$ cat config.mk
export PLATFORM = sky130hd
export DESIGN_NAME = mem_stage
export DESIGN_NICKNAME = d
export VERILOG_FILES = /design/src/rtl/rv32i_pkg.sv /design/src/rtl/lsu_align.sv /design/src/rtl/mem_stage.sv
export SDC_FILE = /design/constraint.sdc
export NUM_CORES = 1
export LEC_CHECK = 0
export CAP_MARGIN = 20
export CELL_PAD_IN_SITES_DETAIL_PLACEMENT = 1
export CELL_PAD_IN_SITES_GLOBAL_PLACEMENT = 1
export CORE_MARGIN = 10
export CORE_UTILIZATION = 35
export CTS_BUF_LIST = sky130_fd_sc_hd__clkbuf_16
export DETAILED_ROUTE_END_ITERATION = 16
export PLACE_DENSITY_LB_ADDON = 0.1
export SETUP_SLACK_MARGIN = 0.02
export SYNTH_ARGS = -nofsm -noshare
export SYNTH_HDL_FRONTEND = slang
export SYNTH_SLANG_ARGS = --single-unit
$ cat constraint.sdc
create_clock -name clk -period 10.42 [get_ports clk]
set_input_delay 1.563 -clock clk [delete_from_list [all_inputs] [get_ports clk]]
set_output_delay 1.563 -clock clk [all_outputs]
set_load 0.02 [all_outputs]
$ cat src/rtl/rv32i_pkg.sv
// Shared RV32I definitions for the memory stage.
//   F3_*         : funct3 encodings for load/store width and sign
//   mem_state_e  : data-memory handshake FSM states
//   illegal_f3() : true for funct3 values that are not a valid load/store width
package rv32i_pkg;

  localparam logic [2:0] F3_B  = 3'b000;
  localparam logic [2:0] F3_H  = 3'b001;
  localparam logic [2:0] F3_W  = 3'b010;
  localparam logic [2:0] F3_BU = 3'b100;
  localparam logic [2:0] F3_HU = 3'b101;

  typedef enum logic {
    MEM_IDLE = 1'b0,
    MEM_WAIT = 1'b1
  } mem_state_e;

  function automatic logic illegal_f3(input logic [2:0] f3);
    return !(f3 == F3_B || f3 == F3_H || f3 == F3_W || f3 == F3_BU || f3 == F3_HU);
  endfunction

endpackage

$ cat src/rtl/lsu_align.sv
// Load/store lane alignment (purely combinational).
//   funct3_i    : access width / sign
//   offset_i    : addr[1:0] of the effective address
//   store_data_i: rs2 value to be stored
//   rdata_i     : word returned by data memory
//   wstrb_o     : byte enables for a store at this offset
//   wdata_o     : store data replicated across all lanes
//   load_data_o : selected and sign/zero-extended load result
//   misalign_o  : address not aligned to the width, or funct3 illegal
module lsu_align
  import rv32i_pkg::*;
(
  input  logic [2:0]  funct3_i,
  input  logic [1:0]  offset_i,
  input  logic [31:0] store_data_i,
  input  logic [31:0] rdata_i,
  output logic [3:0]  wstrb_o,
  output logic [31:0] wdata_o,
  output logic [31:0] load_data_o,
  output logic        misalign_o
);

  logic [7:0]  byte_sel;
  logic [15:0] half_sel;

  always_comb begin
    case (offset_i)
      2'd0:    byte_sel = rdata_i[7:0];
      2'd1:    byte_sel = rdata_i[15:8];
      2'd2:    byte_sel = rdata_i[23:16];
      default: byte_sel = rdata_i[31:24];
    endcase
    half_sel = offset_i[1] ? rdata_i[31:16] : rdata_i[15:0];
  end

  always_comb begin
    wstrb_o     = 4'b0000;
    wdata_o     = store_data_i;
    load_data_o = 32'h0;
    misalign_o  = 1'b0;
    if (illegal_f3(funct3_i)) begin
      misalign_o = 1'b1;
    end else begin
      case (funct3_i[1:0])
        2'b00: begin
          wstrb_o     = 4'b0001 << offset_i;
          wdata_o     = {4{store_data_i[7:0]}};
          load_data_o = {{24{byte_sel[7] & ~funct3_i[2]}}, byte_sel};
        end
        2'b01: begin
          misalign_o  = offset_i[0];
          wstrb_o     = 4'b0011 << {offset_i[1], 1'b0};
          wdata_o     = {2{store_data_i[15:0]}};
          load_data_o = {{16{half_sel[15] & ~funct3_i[2]}}, half_sel};
        end
        default: begin
          misalign_o  = |offset_i;
          wstrb_o     = 4'b1111;
          load_data_o = rdata_i;
        end
      endcase
    end
  end

endmodule

$ cat src/rtl/mem_stage.sv
// RV32I memory stage: EX/MEM and MEM/WB pipeline registers plus the
// data-memory req/ack handshake with timeout.
//   clk, rst                 : clock, asynchronous active-high reset
//   ex_*                     : instruction fields arriving from ex_stage
//   dmem_req/we/addr/wdata/wstrb, dmem_ack/rdata : data-memory port
//   mem_stall                : freezes the upstream pipeline while an access waits
//   exmem_*                  : EX/MEM register contents for forwarding
//   wb_wdata/wb_rd/wb_regwrite : MEM/WB register contents
//   mem_misalign, mem_timeout  : one-cycle fault pulses
module mem_stage
  import rv32i_pkg::*;
#(
  parameter int TIMEOUT = 16,
  parameter int CNT_W   = 5
) (
  input  logic        clk,
  input  logic        rst,
  input  logic [31:0] ex_alu_result,
  input  logic [31:0] ex_store_data,
  input  logic [4:0]  ex_rd,
  input  logic [2:0]  ex_funct3,
  input  logic        ex_regwrite,
  input  logic        ex_memread,
  input  logic        ex_memwrite,
  input  logic        ex_memtoreg,
  output logic        dmem_req,
  output logic        dmem_we,
  output logic [31:0] dmem_addr,
  output logic [31:0] dmem_wdata,
  output logic [3:0]  dmem_wstrb,
  input  logic        dmem_ack,
  input  logic [31:0] dmem_rdata,
  output logic        mem_stall,
  output logic [31:0] exmem_alu_result,
  output logic [4:0]  exmem_rd,
  output logic        exmem_regwrite,
  output logic [31:0] wb_wdata,
  output logic [4:0]  wb_rd,
  output logic        wb_regwrite,
  output logic        mem_misalign,
  output logic        mem_timeout
);

  // EX/MEM register
  logic [31:0] alu_q, sdata_q;
  logic [4:0]  rd_q;
  logic [2:0]  f3_q;
  logic        rw_q, mr_q, mw_q, mtr_q;

  // MEM/WB register
  logic [31:0] wb_wdata_q;
  logic [4:0]  wb_rd_q;
  logic        wb_rw_q;

  mem_state_e       state_q, state_d;
  logic [CNT_W-1:0] cnt_q, cnt_d;

  logic        store, load, memop, bad_op, good_op, timeout_hit;
  logic [3:0]  lsu_wstrb;
  logic [31:0] lsu_wdata, lsu_load;
  logic        lsu_misalign;

  assign store   = mw_q;
  assign load    = mr_q & ~mw_q;
  assign memop   = load | store;
  assign bad_op  = memop & lsu_misalign;
  assign good_op = memop & ~lsu_misalign;

  lsu_align u_lsu_align (
    .funct3_i     (f3_q),
    .offset_i     (alu_q[1:0]),
    .store_data_i (sdata_q),
    .rdata_i      (dmem_rdata),
    .wstrb_o      (lsu_wstrb),
    .wdata_o      (lsu_wdata),
    .load_data_o  (lsu_load),
    .misalign_o   (lsu_misalign)
  );

  // The IDLE cycle already counts as one request cycle, so the counter
  // (0 in the first WAIT cycle) hits when its incremented value would
  // reach TIMEOUT-1; dmem_req is then high for exactly TIMEOUT cycles.
  assign timeout_hit = (state_q == MEM_WAIT) & ~dmem_ack &
                       (cnt_q == CNT_W'(TIMEOUT - 2));

  assign dmem_req     = good_op & ~rst;
  assign dmem_we      = store;
  assign dmem_addr    = {alu_q[31:2], 2'b00};
  assign dmem_wdata   = lsu_wdata;
  assign dmem_wstrb   = store ? lsu_wstrb : 4'b0000;
  assign mem_stall    = dmem_req & ~dmem_ack & ~timeout_hit;
  assign mem_misalign = bad_op & ~rst;
  assign mem_timeout  = timeout_hit & ~rst;

  assign exmem_alu_result = alu_q;
  assign exmem_rd         = rd_q;
  assign exmem_regwrite   = rw_q;
  assign wb_wdata         = wb_wdata_q;
  assign wb_rd            = wb_rd_q;
  assign wb_regwrite      = wb_rw_q;

  always_comb begin
    state_d = state_q;
    cnt_d   = cnt_q;
    case (state_q)
      MEM_IDLE: begin
        if (good_op && !dmem_ack) begin
          state_d = MEM_WAIT;
          cnt_d   = '0;
        end
      end
      MEM_WAIT: begin
        cnt_d = cnt_q + 1'b1;
        if (dmem_ack || timeout_hit) begin
          state_d = MEM_IDLE;
        end
      end
      default: state_d = MEM_IDLE;
    endcase
  end

  always_ff @(posedge clk or posedge rst) begin
    if (rst) begin
      state_q <= MEM_IDLE;
      cnt_q   <= '0;
    end else begin
      state_q <= state_d;
      cnt_q   <= cnt_d;
    end
  end

  always_ff @(posedge clk or posedge rst) begin
    if (rst) begin
      alu_q   <= '0;
      sdata_q <= '0;
      rd_q    <= '0;
      f3_q    <= '0;
      rw_q    <= 1'b0;
      mr_q    <= 1'b0;
      mw_q    <= 1'b0;
      mtr_q   <= 1'b0;
    end else if (!mem_stall) begin
      alu_q   <= ex_alu_result;
      sdata_q <= ex_store_data;
      rd_q    <= ex_rd;
      f3_q    <= ex_funct3;
      rw_q    <= ex_regwrite;
      mr_q    <= ex_memread;
      mw_q    <= ex_memwrite;
      mtr_q   <= ex_memtoreg;
    end
  end

  // While stalled, MEM/WB fills with bubbles; a faulted access retires
  // without writing the register file.
  always_ff @(posedge clk or posedge rst) begin
    if (rst) begin
      wb_wdata_q <= '0;
      wb_rd_q    <= '0;
      wb_rw_q    <= 1'b0;
    end else if (mem_stall) begin
      wb_wdata_q <= '0;
      wb_rd_q    <= '0;
      wb_rw_q    <= 1'b0;
    end else begin
      wb_wdata_q <= mtr_q ? lsu_load : alu_q;
      wb_rd_q    <= rd_q;
      wb_rw_q    <= rw_q & ~bad_op & ~timeout_hit;
    end
  end

endmodule

==> qor.csv <==
stage;metric;value;unit
layout;P&R area growth vs syn;48.57;%
placement;placed instance area;0.008626;mm²
placement;Port Buffer Count;257;
clock_network;clk_lat worst skew;0.41;ns
synth;register area share after synthesis;48.41;%
grt;antenna violations before repair;4;
timing;Worst Tran Pin Value;0.9439;ns
floorplan;chip height;153.1;µm
clock_network;Inserted Clock Buffers;17;
run;max-cap viol count;0;
timing;clk_skew;0.007988;ns
synth;Syn Inst Count;546;
synth;post-synthesis cell type count;43;
placement;final RePlAce weighted congestion;0.8018;
grt;largest net degree at the start of global routing;70;
placement;detailed placement HPWL;15.99;mm
setup_path;crit path max fanout;48;
timing;Final Hold Vio Count;0;
min_path;Hold Path Cell Cnt;1;
power_and_ir_drop;Pleak;0.003900;µW
setup_path;largest stage delay on the critical path;0.96;ns
floorplan;total die area;0.02345;mm²
synth;area of the mapped netlist;0.006203;mm²
setup_path;r2r worst-path depth;7;
placement;pre-CTS WS;4.987;ns
clock_network;Post-CTS Setup Bufs;0;
layout;register area;0.003004;mm²
synth;Primary FF master, synth;dfrtp_1;
grt;overall routing resource usage;18.45;%
setup_path;Crit path required time;8.86;ns
timing;Peak Freq;0.1843;GHz
power_and_ir_drop;Max VDD drop;0.1120;mV
clock_network;Reg clk slew, reported paths;0.05;ns
setup_path;endpoint type of the worst setup path;primary output;
drt;detailed-route DRC error count;0;
drt;Starting DRT DRC Count;189;
clock_network;CTS Sinks;120;
clock_network;Max Root-Sink Buffers;2;
setup_path;Worst path most repeated cell;clkdlybuf4s50_1;
clock_network;H-tree depth reported by CTS;4;
layout;nets;868;
setup_path;worst path cell trace;clkdlybuf4s50_1, or4_4, inv_2, clkdlybuf4s50_1;
setup_path;CP Class;in2out;
synth;Synth Warn #;0;
synth;#FFs+latches synth;120;
floorplan;die width;153.1;µm
synth;EDFF count, synth;0;
synth;Mapped Avg Cell Area;11.36;µm²
grt;vias in the first global route;5675;
timing;Slew headroom;36.84;%
clock_network;Clk Tree Root Cell;clkbuf_16;
power_and_ir_drop;power density of the placed cells;164.8;mW/mm²
setup_path;CP top delay family;buffers and inverters;
setup_path;CP bufs+invs;3;
layout;Multi-input gate area;0.002638;mm²
timing;final setup vio count;0;
synth;Async SR Flop Fraction;100.0;%
clock_network;cells resized by post-CTS repair;0;
layout;fill count;1793;
floorplan;# rows;48;
clock_network;CTS hold repair buffers;0;
drt;vias per cell;4.981;
drt;1st-pass router iterations;6;
floorplan;Initial Util;35.74;%
grt;first-pass GRT wire length;34.11;mm
run_status;outcome;finished, final reports clean;
drt;vias;4971;
timing;unrepaired setup endpoints after global routing;no;
setup_path;CP max stage cell;or4_4;
setup_path;CP Depth;4;
layout;Design Area, Final;0.009216;mm²
floorplan;core area;0.01736;mm²
floorplan;I/O pin count;260;
drt;remaining antenna violation count;0;
layout;share of layout cells above drive strength 1;17.84;%
setup_path;critical path launch point type;input pin;
grt;total grt overflow;0;
min_path;HP Class;reg2reg;
timing;Tcrit/Tclk final;52.06;%
timing;fin worst setup slack;4.995;ns
layout;Core Util, Final;53.10;%
timing;Tmin final;5.425;ns
clock_network;TritonCTS clock tree;yes;
timing;setup TNS;0;ns
timing;final-report max-slew violation count;0;
setup_path;Arrival @ worst endpoint;3.86;ns
drt;final wirelength;21.69;mm
drt;routed len/inst;21.73;µm
## path summary, 6_finish.rpt
check | end | slack, ns | from
max in group asynchronous | f3_q[1] | 7.32 | rst
min in group asynchronous | dmem_we | 1.72 | rst
hold / removal | sdata_q[19] | 0.50 | sdata_q[19]
hold reg to reg | sdata_q[19] | 0.50 | sdata_q[19]
setup reg to reg | sdata_q[7] | 6.74 | f3_q[1]
setup / recovery | mem_stall | 5.00 | dmem_ack
## layout by cell type (no fill, tap or decap), types with 2 or more instances in the layout
| cell | instances |
|---|---|
| o22ai_1 | 2 |
| nor2_1 | 27 |
| clkinv_1 | 7 |
| a2111oi_0 | 5 |
| diode_2 | 5 |
| mux2_2 | 63 |
| clkinvlp_4 | 2 |
| nor3_1 | 13 |
| a31oi_1 | 4 |
| clkdlybuf4s50_1 | 257 |
| buf_4 | 6 |
| conb_1 | 2 |
| nand2_1 | 32 |
| dfrtp_1 | 119 |
| inv_1 | 23 |
| clkinv_2 | 2 |
| and3_1 | 2 |
| a211oi_1 | 14 |
| nor2b_1 | 6 |
| clkbuf_16 | 17 |
| o21ai_0 | 35 |
| mux4_2 | 6 |
| mux2i_1 | 19 |
| mux2_4 | 30 |
| bufinv_16 | 3 |
| a21oi_1 | 27 |
| ha_1 | 2 |
| nand3_1 | 17 |
| nand2b_1 | 3 |
| and2_1 | 5 |
## cells by family (layout without fill, tap and decap cells)
family,count (synthesis),in the layout,synth area share [%]
flops,120,120,48.41
mux,118,118,23.94
simple gates,110,110,8.512
buf+inv,98,319,9.217
compound gates,96,96,9.318
fa+ha+maj,2,2,0.4033
other cells,1,7,0.06045
xor+xnor,1,1,0.1412
## power by group
part           internal [µW]  switching, µW
combinational            199            190
sequential               515           43.2
clock                    367            205
total                   1080            438
## flip-flops by register name, indices dropped and copies added (netlist names), 3 cells and up
name,cells
cnt_q,5
sdata_q,32
f3_q,3
wb_wdata,32
wb_rd,5
exmem_rd,5
exmem_alu_result,32
## per-stage QoR
step                total power (µW)  hold WS, ns  instances
floorplan                      769.8       0.4736        547
global placement               949.9       0.4826        960
detailed placement             958.8       0.4920        960
CTS                             1543       0.5062        992
global route                    1600       0.5255        994
finish                          1519       0.5046        998
## metal layers
| layer | part of all wire (%) | global-route usage [%] |
|---|---|---|
| met5 | 0 | 0 |
| met4 | 0.95 | 3.815 |
| met3 | 9.3 | 9.259 |
| met2 | 49 | 30.50 |
| met1 | 41 | 21.00 |
## layout make-up
type | instances | share of cell area [%]
antenna | 5 | 0.1358
clock buffer | 17 | 4.616
clock inverter | 15 | 1.575
inverter | 24 | 1.005
multi-input combinational | 329 | 28.62
sequential | 120 | 32.60
tap | 225 | 3.055
timing repair buffer | 263 | 28.40
## Yosys cell counts (3+ instances only)
cell type / count / area [µm²]
clkbuf_1: 15 / 56.30
nand2b_1: 3 / 18.77
mux2i_1: 19 / 190.2
buf_1: 4 / 15.01
mux2_4: 30 / 450.4
mux4_2: 6 / 135.1
nand3_1: 17 / 85.08
a2111oi_0: 5 / 43.79
o21ai_0: 35 / 175.2
and2_1: 5 / 31.28
mux2_2: 63 / 709.4
nor2b_1: 6 / 37.54
buf_2: 7 / 35.03
nand2_1: 32 / 120.1
a21oi_1: 27 / 135.1
buf_4: 44 / 330.3
a211oi_1: 15 / 112.6
inv_1: 21 / 78.83
nor3_1: 13 / 65.06
nor2_1: 27 / 101.4
buf_6: 4 / 45.04
a31oi_1: 4 / 25.02
dfrtp_1: 120 / 3003
Power figures use the tool's default switching activity.
